===== src/rtl/corfifo_gray_bin_pipe.sv =====
`default_nettype none
// ============================================================================
//  Module      : corfifo_gray_bin_pipe
//  Description : Pipelined gray<->binary code converter with valid/ready
//                flow control, collapsing bubbles, and an optional
//                single-bit-step checker on the gray input stream.
//  Revision    : 1.0 - initial release
// ============================================================================
module corfifo_gray_bin_pipe #(
    parameter int ADDRWIDTH = 3,
    parameter int STAGES    = 2,
    parameter int MODE      = 0,
    parameter int STEP_CHK  = 1
) (
    input  logic                 clk,
    input  logic                 reset_n,
    input  logic                 in_valid,
    output logic                 in_ready,
    input  logic [ADDRWIDTH:0]   in_data,
    output logic                 out_valid,
    input  logic                 out_ready,
    output logic [ADDRWIDTH:0]   out_data,
    output logic                 out_step_err,
    output logic                 err_sticky,
    input  logic                 clr_err
);

    localparam int           c_n      = ADDRWIDTH + 1;
    // XOR levels converted per stage, rounded up so the chain always fits
    localparam int           c_k      = (c_n + STAGES - 1) / STAGES;
    localparam bit           c_chk_en = (MODE == 0) && (STEP_CHK != 0);
    localparam logic [c_n-1:0] c_one  = {{(c_n-1){1'b0}}, 1'b1};

    // Partial conversion done by stage s. For gray-to-binary the register
    // between stages holds a mixed word: bits above the boundary are already
    // binary, bits below are still raw gray, so each stage extends the chain.
    function automatic logic [c_n-1:0] conv_stage(input logic [c_n-1:0] d,
                                                  input int s);
        logic [c_n-1:0] r;
        r = d;
        if (MODE == 0) begin
            for (int i = c_n - 2; i >= 0; i--) begin
                if (((c_n - 2 - i) / c_k) == s) begin
                    r[i] = r[i+1] ^ r[i];
                end
            end
        end else if (s == 0) begin
            r = d ^ (d >> 1);
        end
        return r;
    endfunction

    logic [c_n-1:0]    r_data  [STAGES];
    logic [STAGES-1:0] r_valid;
    logic [STAGES-1:0] r_err;
    logic [c_n-1:0]    r_prev;
    logic              r_prev_valid;
    logic              r_sticky;

    logic [c_n-1:0]    w_src_data [STAGES];
    logic [STAGES-1:0] w_src_valid;
    logic [STAGES-1:0] w_src_err;
    logic [c_n-1:0]    w_conv     [STAGES];
    logic [STAGES-1:0] w_ready;
    logic [c_n-1:0]    w_diff;
    logic              w_step_err;
    logic              w_in_fire;
    logic              w_out_fire;

    // Step check: more than one bit differing from the previous accepted word
    always_comb begin
        w_diff     = in_data ^ r_prev;
        w_step_err = c_chk_en && r_prev_valid && ((w_diff & (w_diff - c_one)) != '0);
    end

    // Stage ready: a stage can load if it or any stage downstream is empty,
    // or the output is being drained; this collapses bubbles.
    always_comb begin
        logic acc;
        acc     = out_ready;
        w_ready = '0;
        for (int s = STAGES - 1; s >= 0; s--) begin
            acc        = acc | ~r_valid[s];
            w_ready[s] = acc;
        end
    end

    // Per-stage source selection and partial conversion
    always_comb begin
        for (int s = 0; s < STAGES; s++) begin
            w_src_data[s]  = in_data;
            w_src_valid[s] = in_valid;
            w_src_err[s]   = w_step_err;
        end
        for (int s = 1; s < STAGES; s++) begin
            w_src_data[s]  = r_data[s-1];
            w_src_valid[s] = r_valid[s-1];
            w_src_err[s]   = r_err[s-1];
        end
        for (int s = 0; s < STAGES; s++) begin
            w_conv[s] = conv_stage(w_src_data[s], s);
        end
    end

    assign in_ready     = w_ready[0];
    assign w_in_fire    = in_valid && w_ready[0];
    assign out_valid    = r_valid[STAGES-1];
    assign out_data     = r_data[STAGES-1];
    assign out_step_err = r_err[STAGES-1];
    assign w_out_fire   = out_valid && out_ready;
    assign err_sticky   = r_sticky;

    // Pipeline registers: word, valid and step-error sideband move together
    always_ff @(posedge clk or negedge reset_n) begin
        if (!reset_n) begin
            r_valid <= '0;
            r_err   <= '0;
            for (int s = 0; s < STAGES; s++) begin
                r_data[s] <= '0;
            end
        end else begin
            for (int s = 0; s < STAGES; s++) begin
                if (w_ready[s]) begin
                    r_valid[s] <= w_src_valid[s];
                    if (w_src_valid[s]) begin
                        r_data[s] <= w_conv[s];
                        r_err[s]  <= w_src_err[s];
                    end
                end
            end
        end
    end

    // Previous accepted input for the step check; first word is unchecked
    always_ff @(posedge clk or negedge reset_n) begin
        if (!reset_n) begin
            r_prev       <= '0;
            r_prev_valid <= 1'b0;
        end else if (w_in_fire) begin
            r_prev       <= in_data;
            r_prev_valid <= 1'b1;
        end
    end

    // Sticky error: set by a flagged output transfer, which beats a clear
    always_ff @(posedge clk or negedge reset_n) begin
        if (!reset_n) begin
            r_sticky <= 1'b0;
        end else if (c_chk_en && w_out_fire && out_step_err) begin
            r_sticky <= 1'b1;
        end else if (clr_err) begin
            r_sticky <= 1'b0;
        end
    end

endmodule
`default_nettype wire


===== config.mk =====
export PLATFORM = sky130hd
export DESIGN_NAME = corfifo_gray_bin_pipe
export DESIGN_NICKNAME = d
export VERILOG_FILES = /design/src/rtl/corfifo_gray_bin_pipe.sv
export SDC_FILE = /design/constraint.sdc
export NUM_CORES = 1
export LEC_CHECK = 0
export BUFFER_PORTS_ARGS = -buffer_cell sky130_fd_sc_hd__buf_2
export CELL_PAD_IN_SITES_DETAIL_PLACEMENT = 1
export CELL_PAD_IN_SITES_GLOBAL_PLACEMENT = 1
export CORE_MARGIN = 2
export CORE_UTILIZATION = 40
export DETAILED_ROUTE_END_ITERATION = 8
export PLACE_DENSITY = 0.76
export SYNTH_ARGS = -nofsm -noshare
export SYNTH_HDL_FRONTEND = slang
export SYNTH_SLANG_ARGS = --single-unit

===== constraint.sdc =====
create_clock -name clk -period 1.4 [get_ports clk]
set_input_delay 0.14 -clock clk [delete_from_list [all_inputs] [get_ports clk]]
set_output_delay 0.14 -clock clk [all_outputs]
set_load 0.02 [all_outputs]

==> results of run 1 <==
cells by family after synthesis:
| family | synth area share |
|---|---|
| XOR/XNOR | 0.0869 |
| AO/OA/AOI/OAI | 0.0461 |
| multiplexers | 0.176 |
| buffers and inverters | 0.0479 |
| flip-flops | 0.567 |
| AND/OR/NAND/NOR | 0.0762 |
synth_stat cells (all sizes together):
library cell	number
mux2	11
nand2b	4
dfrtp	16
buf	4
xor2	7
nand3b	1
and3	1
a211o	2
o21ai	1
nand2	2
nand3	1
a32o	1
inv	1
layout make-up:
| type | instances | area share |
|---|---|---|
| Sequential cell | 16 | 0.487 |
| Multi-Input combinational cell | 31 | 0.329 |
| Timing Repair Buffer | 17 | 0.109 |
| Clock buffer | 4 | 0.0440 |
| Tap cell | 17 | 0.0258 |
| Inverter | 1 | 0.00455 |
metrics by stage:
| step | instances | setup WS, ns | hold slack [ns] | power [mW] | cell area (µm²) |
|---|---|---|---|---|---|
| 3_5_place_dp | 81 | 0.181 | 0.0780 | 0.991 | 778 |
| 4_1_cts | 86 | 0.163 | 0.0520 | 1.30 | 825 |
| 5_1_grt | 86 | 0.106 | 0.0664 | 1.36 | 825 |
| 3_3_place_gp | 81 | 0.217 | 0.0764 | 0.979 | 778 |
| 6_report | 86 | 0.172 | 0.0533 | 1.28 | 825 |
| 2_1_floorplan | 52 | 0.0188 | -0.156 | 0.926 | 707 |
routing by layer:
metal	track usage	part of all wire	vias up
met2	0.208	0.48	13
li1	-	-	207
met4	0.103	0.010	0
met1	0.152	0.47	214
met3	0.0238	0.042	2
met5	0	0	-
power by group through the flow:
stage / logic [mW] / clock network, mW / registers [mW]
final: 0.353 / 0.300 / 0.627
after global routing: 0.383 / 0.331 / 0.642
after CTS: 0.358 / 0.313 / 0.627
after detailed placement: 0.353 / 0 / 0.638
after global placement: 0.347 / 0 / 0.632
after floorplan: 0.273 / 0 / 0.652
path summary, 6_finish.rpt:
path	start	to	slack [ns]	cells past startpoint
min in group asynchronous	reset_n	err_sticky$_DFFE_PN0P_	0.29	2
setup reg to reg	r_data[4]$_DFFE_PN0P_	r_err[0]$_DFFE_PN0P_	0.17	3
max in group asynchronous	reset_n	r_valid[1]$_DFFE_PN0P_	0.83	2
hold / removal	clr_err	err_sticky$_DFFE_PN0P_	0.05	2
setup / recovery	r_data[4]$_DFFE_PN0P_	r_err[0]$_DFFE_PN0P_	0.17	3
hold reg to reg	r_prev_valid$_DFFE_PN0P_	r_prev_valid$_DFFE_PN0P_	0.48	1
state kept, by name, summed over array words and instances (netlist names):
signal	count
r_data	4
r_err	2
out_data	4
err_sticky	1
r_valid	2
r_prev	2
r_prev_valid	1
worst max-delay path, stage by stage, from the launching register on:
cell,delay [ns]
dfrtp_1,0.42
xor2_1,0.18
a211o_1,0.27
a32o_1,0.25
==> metrics.json, run 1 <==
{
  "layout.cells.most_common_list": "buf_2, dfrtp_1, mux2_2, xor2_1, nand2b_1",
  "yosys.area.top_type": "dfrtp_1",
  "irDropWorstVdd_v": 0.000709,
  "worst-setup-path-type": "register to register",
  "worstPathRequired_ns": 1.58,
  "cts-root-buf": "clkbuf_4",
  "die_height_um": 46,
  "cp-end-kind": "register",
  "routed_wl_um": 1150,
  "diodes": 0,
  "fin_crit_ns": 1.23,
  "pwr-share-clk": 0.234,
  "drive_gt1_frac": 0.478,
  "finalCritPeriodShare": 0.877,
  "comb_power_share": 0.276,
  "n_fill_cell": 197,
  "core_mm2": 0.00169,
  "rd_place_congestion": 0.650,
  "numClockSinks": 16,
  "max_cap_violations": 0,
  "status": "finished, final reports clean",
  "cts-root-to-sink-buffers": 2,
  "post_synth_main_area_contributors": "dfrtp_1, mux2_2, xor2_1",
  "synth_nets": 61,
  "grt_remaining_overflow": 0,
  "clk_pin_slew_worst_setup_hold_paths_ns": 0.09,
  "p_per_area_mw_per_mm2": 1550,
  "fmaxAchievable_mhz": 814,
  "slew_headroom": 0.761,
  "die-width_um": 46,
  "cts_hold_buffers": 1,
  "worst_min_delay_path_category": "primary input to register",
  "worstMarginPinSlew_ns": 0.359,
  "number_of_buffers_created_by_cts": 3,
  "grt_start_max_net_pins": 17,
  "timing.critical_path.from_type": "register",
  "path_max_fanout": 3,
  "psw_mw": 0.394,
  "yosys_warnings": 0,
  "rsz0062_at_grt": "no",
  "synth_seq_cells": 16,
  "die_area_mm2": 0.00212,
  "first_iter_violations": 2,
  "port-buffer-count": 16,
  "ant_nets": 0,
  "setup_viol": 0,
  "via_per_inst": 5.07,
  "initial_antenna_violation_count": 0,
  "proportion_of_power_drawn_by_flip_flops_and_latches": 0.490,
  "start_util": 0.418,
  "multi_input_area_um2": 272,
  "grt_pass1_wl_um": 1840,
  "h-tree-depth": 1,
  "syn_to_final_growth_pct": 16.8,
  "netlist-cell-type-count": 14,
  "power.switching_fraction": 0.307,
  "via_count_of_the_first_global_routing_pass": 434,
  "cts-resized-gates": 0,
  "netlist_instances": 52,
  "final_common_cell": "buf_2",
  "seq_area_um2": 402,
  "utilization": 0.488,
  "postSynthAreaPerCell_um2": 13.6,
  "insertion_delay_ns": 0.28,
  "critical_path_arrival_ns": 1.40,
  "dr_total_vias": 436,
  "tritoncts": "done",
  "seq_area_frac_synth": 0.567,
  "final-max-slew-violation-count": 0,
  "globalRouteTotalUtil": 0.131,
  "dp.final_hpwl_um": 853,
  "yosysTopAreaCellShare": 0.567,
  "route.detailed.drc": 0,
  "wl_per_cell_um": 13.4,
  "timing.clock.skew_ns": 0.00155,
  "io_pins": 17,
  "detailedRoute.firstPassIterationCount": 3,
  "placement_row_count": 15,
  "syn_area_um2": 706,
  "finalHoldViolations": 0,
  "post_cts_buffers": 0,
  "nNetsFinal": 79,
  "tns_ns": 0,
  "p_int_mw": 0.887,
  "power.static_leakage_nw": 0.381
}
Power figures use the tool's default switching activity.
==> run 2: changes to the inputs <==
CORE_UTILIZATION = 36   (was 40)
PLACE_DENSITY = 0.72   (was 0.76)
clock period = 1.05 ns   (was 1.4 ns; I/O delays follow)
==> metrics.json, run 2 (synthesized netlist as in run 1, its figures left out) <==
{
  "layout.cells.non_filler": {"value": 105, "change": "+22%"},
  "max_stage_delay": {"value": 0.42, "unit": "ns", "change": "about the same"},
  "critical_path_arrival": {"value": 1.13, "unit": "ns", "change": "-0.27 ns"},
  "placedCellCount": {"value": 98, "change": "+21%"},
  "detailedRoute.firstPassIterationCount": {"value": 2, "change": "-1"},
  "worst-setup-path-type": "register to output port",
  "top_metal_used": "met4",
  "tritoncts": "done",
  "h-tree-depth": {"value": 1, "change": "unchanged"},
  "irDropWorstVdd": {"value": 0.000634, "unit": "V", "change": "-11%"},
  "finalHoldViolations": {"value": 0, "change": "unchanged"},
  "worstPathRequired": {"value": 0.94, "unit": "ns", "change": "-0.64 ns"},
  "globalRouteTotalUtil": {"value": 0.143, "change": "+0.0120"},
  "tns": {"value": -1.53, "unit": "ns", "change": "-1.53 ns"},
  "clk_pin_slew_worst_setup_hold_paths": {"value": 0.09, "unit": "ns", "change": "about the same"},
  "wl_per_cell": {"value": 13.4, "unit": "µm", "change": "+0.41%"},
  "port-buffer-count": {"value": 16, "change": "unchanged"},
  "crit_path_cell_trace": "nand3b_1 > buf_4 > buf_6",
  "die_area": {"value": 0.00233, "unit": "mm²", "change": "+10%"},
  "via_per_inst": {"value": 4.46, "change": "-12%"},
  "path_max_fanout": {"value": 3, "change": "unchanged"},
  "layout.cells.most_common_list": "dfrtp_1, buf_2, mux2_4, buf_4, xor2_2",
  "initial_antenna_violation_count": {"value": 0, "change": "unchanged"},
  "dp.final_hpwl": {"value": 978, "unit": "µm", "change": "+15%"},
  "rd_place_congestion": {"value": 0.714, "change": "+9.8%"},
  "finish.instance_area": {"value": 0.00101, "unit": "mm²", "change": "+22%"},
  "worst_path_max_delay_cell": "dfrtp_2",
  "rsz0062_at_grt": "yes",
  "route.met3.wl": {"value": 40, "unit": "µm", "change": "-17%"},
  "core": {"value": 0.00190, "unit": "mm²", "change": "+13%"},
  "die-width": {"value": 48.3, "unit": "µm", "change": "+4.9%"},
  "syn_to_final_growth_pct": 42.6,
  "n_fill_cell": {"value": 203, "change": "+3.0%"},
  "grt_start_max_net_pins": {"value": 17, "change": "unchanged"},
  "cts-root-to-sink-buffers": {"value": 2, "change": "unchanged"},
  "worst_min_delay_path_category": "primary input to register",
  "via_count_of_the_first_global_routing_pass": {"value": 471, "change": "+8.5%"},
  "first_iter_violations": {"value": 2, "change": "unchanged"},
  "wl_met1": {"value": 609, "unit": "µm", "change": "+13%"},
  "grt_pass1_wl": {"value": 2140, "unit": "µm", "change": "+16%"},
  "drive_gt1_frac": {"value": 0.590, "change": "+0.111"},
  "totalPowerFinal": {"value": 1.82, "unit": "mW", "change": "+42%"},
  "status": "finished with violations",
  "cts-root-buf": "clkbuf_4",
  "io_pins": {"value": 17, "change": "unchanged"},
  "cp-startpoint": "r_valid[1]$_DFFE_PN0P_",
  "final-max-slew-violation-count": {"value": 0, "change": "unchanged"},
  "route.detailed.drc": {"value": 0, "change": "unchanged"},
  "cp-end-kind": "output port",
  "timing.clock.skew": {"value": 0.00585, "unit": "ns", "change": "+0.00429 ns"},
  "crit-reg2reg-launch": "r_prev[2]$_DFFE_PN0P_",
  "fmaxAchievable_mhz": 807,
  "setup_ws": {"value": -0.189, "unit": "ns", "change": "-0.361 ns"},
  "dr_total_vias": {"value": 468, "change": "+7.3%"},
  "number_of_buffers_created_by_cts": {"value": 3, "change": "unchanged"},
  "p_per_area": {"value": 1810, "unit": "mW/mm²", "change": "+16%"},
  "start_util": {"value": 0.371, "change": "-0.0467"},
  "slew_headroom": {"value": 0.762, "change": "about the same"},
  "placedInstanceArea": {"value": 892, "unit": "µm²", "change": "+15%"},
  "finalCritPeriodShare": 1.18,
  "ant_nets": {"value": 0, "change": "unchanged"},
  "setup_viol": {"value": 14, "change": "+14"},
  "max_cap_violations": {"value": 0, "change": "unchanged"},
  "routed_wl": {"value": 1410, "unit": "µm", "change": "+23%"},
  "nNetsFinal": {"value": 88, "change": "+11%"},
  "hold_slack": {"value": 0.0694, "unit": "ns", "change": "+0.0160 ns"},
  "timing.critical_path.from_type": "register",
  "routed-wl-met2": {"value": 741, "unit": "µm", "change": "+34%"},
  "die_height": {"value": 48.3, "unit": "µm", "change": "+4.9%"},
  "placement_row_count": {"value": 16, "change": "+1"},
  "fin_crit_ns": 1.24,
  "power.static_leakage": {"value": 0.488, "unit": "nW", "change": "+28%"},
  "insertion_delay": {"value": 0.29, "unit": "ns", "change": "about the same"},
  "min-delay-start": "in_valid",
  "final_common_cell": "dfrtp_1",
  "diodes": {"value": 0, "change": "unchanged"},
  "failed_checks": "negative setup slack",
  "worstMarginPinSlew": {"value": 0.358, "unit": "ns", "change": "-0.00112 ns"},
  "grt_remaining_overflow": {"value": 0, "change": "unchanged"},
  "numClockSinks": {"value": 16, "change": "unchanged"}
}
-- run 2: changes by cell type in the layout (fill, tap and decap cells not counted), sizes merged --
cell,change
buf,+8
dlygate4sd3,+1
-- run 2: through the flow --
stage           util  setup WS, ns
6_report       0.529        -0.189
5_1_grt        0.529        -0.240
4_1_cts        0.507        -0.191
3_5_place_dp   0.469        -0.147
3_3_place_gp   0.469        -0.138
2_1_floorplan      -        -0.320
-- run 2: timing repair --
action                                  in CTS  in global routing
pin swaps                                    8                  8
endpoints found under the hold margin       17                  0
buffers inserted                             1                  0
hold buffers                                 2                  0
gates resized for setup                      4                  6
endpoints found under the setup margin      13                 14
-- run 2: area by class of cell --
class | instances | area, µm² | share of cell area
Multi-Input combinational cell | 31 | 372 | 0.369
Timing Repair Buffer | 26 | 169 | 0.168
Inverter | 1 | 3.75 | 0.00373
Sequential cell | 16 | 402 | 0.399
Clock buffer | 4 | 26.3 | 0.0261
Tap cell | 27 | 33.8 | 0.0336
-- run 2: worst max-delay path, delay by kind of cell (launching register included) --
| kind | cells | cell delay [ns] |
|---|---|---|
| flip-flops | 1 | 0.42 |
| AND/OR/NAND/NOR | 1 | 0.17 |
| buffers and inverters | 2 | 0.25 |
-- run 2: where the power goes --
group	internal (mW)	switching (mW)
clock network	0.148	0.191
logic	0.339	0.294
registers	0.755	0.0917
-- run 2: final timing paths --
kind	end	slack (ns)	cells after the start
setup / recovery	in_ready	-0.19	3
hold / removal	r_valid[0]$_DFFE_PN0N_	0.07	2
setup reg to reg	r_err[0]$_DFFE_PN0P_	-0.14	3
hold reg to reg	r_prev_valid$_DFFE_PN0P_	0.47	1
max in group asynchronous	r_valid[1]$_DFFE_PN0P_	0.50	2
min in group asynchronous	err_sticky$_DFFE_PN0P_	0.27	2
-- run 2: metal layers --
| metal | vias to the layer above | global-route usage |
|---|---|---|
| met5 | - | 0 |
| met4 | 0 | 0.114 |
| met3 | 2 | 0.0222 |
| met2 | 9 | 0.213 |
| met1 | 234 | 0.182 |
| li1 | 223 | - |
==> run 3: changes to the inputs <==
TNS_END_PERCENT = 30   (was not set)
==> metrics.json, run 3 (synthesized netlist as in run 1, its figures left out) <==
{
  "comb_power_share": {"value": 0.330, "change": "-0.018"},
  "setup_viol": {"value": 14, "change": "unchanged"},
  "numClockSinks": {"value": 16, "change": "unchanged"},
  "worstMarginPinSlew": {"value": 0.353, "unit": "ns", "change": "-0.00421 ns"},
  "worstPathRequired": {"value": 1.22, "unit": "ns", "change": "+0.28 ns"},
  "grt_remaining_overflow": {"value": 0, "change": "unchanged"},
  "slew_headroom": {"value": 0.764, "change": "+0.00281"},
  "start_util": {"value": 0.371, "change": "unchanged"},
  "power.switching_fraction": {"value": 0.314, "change": "-0.00258"},
  "status": "finished with violations",
  "detailedRoute.firstPassIterationCount": {"value": 2, "change": "unchanged"},
  "power.static_leakage": {"value": 0.455, "unit": "nW", "change": "-6.6%"},
  "setup_ws": {"value": -0.145, "unit": "ns", "change": "+0.0436 ns"},
  "min_delay_path_depth": {"value": 2, "change": "unchanged"},
  "route.detailed.drc": {"value": 0, "change": "unchanged"},
  "cts-root-to-sink-buffers": {"value": 2, "change": "unchanged"},
  "finalHoldViolations": {"value": 0, "change": "unchanged"},
  "layout.cells.most_common_list": "dfrtp_1, buf_2, buf_4, mux2_4, xor2_1",
  "psw": {"value": 0.550, "unit": "mW", "change": "-4.6%"},
  "rd_place_congestion": {"value": 0.673, "change": "-5.7%"},
  "dp.final_hpwl": {"value": 913, "unit": "µm", "change": "-6.7%"},
  "die_height": {"value": 48.3, "unit": "µm", "change": "unchanged"},
  "routed_wl": {"value": 1320, "unit": "µm", "change": "-6.8%"},
  "proportion_of_power_drawn_by_flip_flops_and_latches": {"value": 0.476, "change": "+0.010"},
  "rsz0062_at_grt": "yes",
  "irDropWorstVdd": {"value": 0.000630, "unit": "V", "change": "-0.56%"},
  "via_count_of_the_first_global_routing_pass": {"value": 438, "change": "-7.0%"},
  "h-tree-depth": {"value": 1, "change": "unchanged"},
  "finalCritPeriodShare": {"value": 1.14, "change": "-0.0416"},
  "crit-reg2reg-launch": "r_valid[1]$_DFFE_PN0P_",
  "port-buffer-count": {"value": 16, "change": "unchanged"},
  "first_iter_violations": {"value": 6, "change": "+4"},
  "pwr-share-clk": {"value": 0.194, "change": "+0.008"},
  "dr_total_vias": {"value": 459, "change": "-1.9%"},
  "fin_crit": {"value": 1.20, "unit": "ns", "change": "-0.0436 ns"},
  "clk_pin_slew_worst_setup_hold_paths": {"value": 0.10, "unit": "ns", "change": "about the same"},
  "totalPowerFinal": {"value": 1.75, "unit": "mW", "change": "-3.8%"},
  "max_cap_violations": {"value": 0, "change": "unchanged"},
  "p_int": {"value": 1.20, "unit": "mW", "change": "-3.4%"},
  "seq_area": {"value": 402, "unit": "µm²", "change": "unchanged"},
  "wl_per_cell": {"value": 12.5, "unit": "µm", "change": "-6.8%"},
  "insertion_delay": {"value": 0.29, "unit": "ns", "change": "about the same"},
  "cp-end-kind": "register",
  "multi_input_area": {"value": 315, "unit": "µm²", "change": "-15%"},
  "p_per_area": {"value": 1830, "unit": "mW/mm²", "change": "+1.1%"},
  "grt_start_max_net_pins": {"value": 17, "change": "unchanged"},
  "final_common_cell": "dfrtp_1",
  "timing.clock.skew": {"value": 0.00922, "unit": "ns", "change": "+0.00337 ns"},
  "fmaxAchievable": {"value": 837, "unit": "MHz", "change": "+3.7%"},
  "initial_antenna_violation_count": {"value": 0, "change": "unchanged"},
  "globalRouteTotalUtil": {"value": 0.135, "change": "-0.00763"},
  "tritoncts": "done",
  "diodes": {"value": 0, "change": "unchanged"},
  "ant_nets": {"value": 0, "change": "unchanged"},
  "hold_slack": {"value": 0.0782, "unit": "ns", "change": "+0.00887 ns"},
  "worst_min_delay_path_category": "primary input to register",
  "critical_path_arrival": {"value": 1.37, "unit": "ns", "change": "+0.24 ns"},
  "grt_pass1_wl": {"value": 2000, "unit": "µm", "change": "-6.5%"},
  "placement_row_count": {"value": 16, "change": "unchanged"},
  "timing.critical_path.from_type": "register",
  "via_per_inst": {"value": 4.37, "change": "-1.9%"},
  "die-width": {"value": 48.3, "unit": "µm", "change": "unchanged"},
  "whs_endpoint": "r_data[4]$_DFFE_PN0P_",
  "min-delay-start": "in_data[0]",
  "capture_instance_of_the_worst_register_to_register_path": "r_prev[1]$_DFFE_PN0P_",
  "syn_to_final_growth_pct": 35.6,
  "core": {"value": 0.00190, "unit": "mm²", "change": "unchanged"},
  "failed_checks": "negative setup slack",
  "path_max_fanout": {"value": 8, "change": "+5"},
  "final-max-slew-violation-count": {"value": 0, "change": "unchanged"},
  "drive_gt1_frac": {"value": 0.526, "change": "-0.0641"},
  "worst_r2r_path_depth": {"value": 4, "change": "+1"},
  "cts-root-buf": "clkbuf_4",
  "nNetsFinal": {"value": 88, "change": "unchanged"},
  "io_pins": {"value": 17, "change": "unchanged"},
  "r2r_slack": {"value": -0.15, "unit": "ns", "change": "about the same"},
  "worst-setup-path-type": "register to register",
  "n_fill_cell": {"value": 211, "change": "+3.9%"},
  "number_of_buffers_created_by_cts": {"value": 3, "change": "unchanged"},
  "die_area": {"value": 0.00233, "unit": "mm²", "change": "unchanged"}
}
## run 3: cell count changes in the layout (fill, tap and decap cells not counted)
cell      change
mux2_2        +5
buf_6         +2
nand2_4       -1
nand2b_1      +1
nand2_1       +1
mux2_4        -5
nand2b_4      -1
xor2_1        +3
xor2_2        -3
buf_4         -2
## run 3: power by group through the flow
| stage | registers [mW] | logic [mW] | clock network, mW |
|---|---|---|---|
| 6_report | 0.832 | 0.577 | 0.340 |
| 3_3_place_gp | 0.840 | 0.510 | 0 |
| 3_5_place_dp | 0.846 | 0.522 | 0 |
| 5_1_grt | 0.855 | 0.629 | 0.377 |
| 4_1_cts | 0.830 | 0.581 | 0.354 |
| 2_1_floorplan | 0.871 | 0.394 | 0 |
## run 3: cell type report
cell class | count | share of cell area
flip-flops and latches | 16 | 0.420
multi-input cells | 31 | 0.329
repair buffers | 26 | 0.184
well taps | 27 | 0.0353
clock buffers | 4 | 0.0275
inverters | 1 | 0.00392
## run 3: worst max-delay path, cell delays in order, from the launching register on
cell,delay (ns)
dfrtp_2,0.44
nand3b_1,0.13
buf_6,0.13
nand2_8,0.08
mux2_4,0.31
## run 3: worst max-delay path by stage
stage / startpoint / endpoint / slack, ns / depth (start not counted)
after floorplan: r_valid[1]$_DFFE_PN0P_ / r_data[4]$_DFFE_PN0P_ / -0.32 / 3
after global placement: r_data[4]$_DFFE_PN0P_ / r_err[0]$_DFFE_PN0P_ / -0.13 / 3
after detailed placement: r_data[4]$_DFFE_PN0P_ / r_err[0]$_DFFE_PN0P_ / -0.14 / 3
after CTS: r_valid[1]$_DFFE_PN0P_ / r_prev[1]$_DFFE_PN0P_ / -0.14 / 4
after global routing: r_data[7]$_DFFE_PN0P_ / r_err[0]$_DFFE_PN0P_ / -0.19 / 3
final: r_valid[1]$_DFFE_PN0P_ / r_prev[1]$_DFFE_PN0P_ / -0.15 / 4
## run 3: routing by layer
layer,global-route usage,routed length [µm]
met1,0.177,589
met2,0.200,649
met3,0.0222,53
met4,0.0973,22
met5,0,0
## run 3: through the flow
stage	std cells	utilization	TNS [ns]	setup WS [ns]	instance area [µm²]
2_1_floorplan	52	-	-2.60	-0.321	734
3_3_place_gp	94	0.442	-1.11	-0.125	841
3_5_place_dp	94	0.442	-1.28	-0.137	841
4_1_cts	105	0.497	-1.62	-0.137	946
5_1_grt	105	0.503	-2.27	-0.187	957
6_report	105	0.503	-1.64	-0.145	957
## run 3: what timing repair did
action / in CTS / in global routing
pin swaps: 2 / 3
gates cloned: 0 / 0
gates resized for setup: 5 / 2
hold endpoints to repair: 17 / 0
hold buffers: 2 / 0
setup endpoints to repair: 13 / 14
buffers inserted: 5 / 0
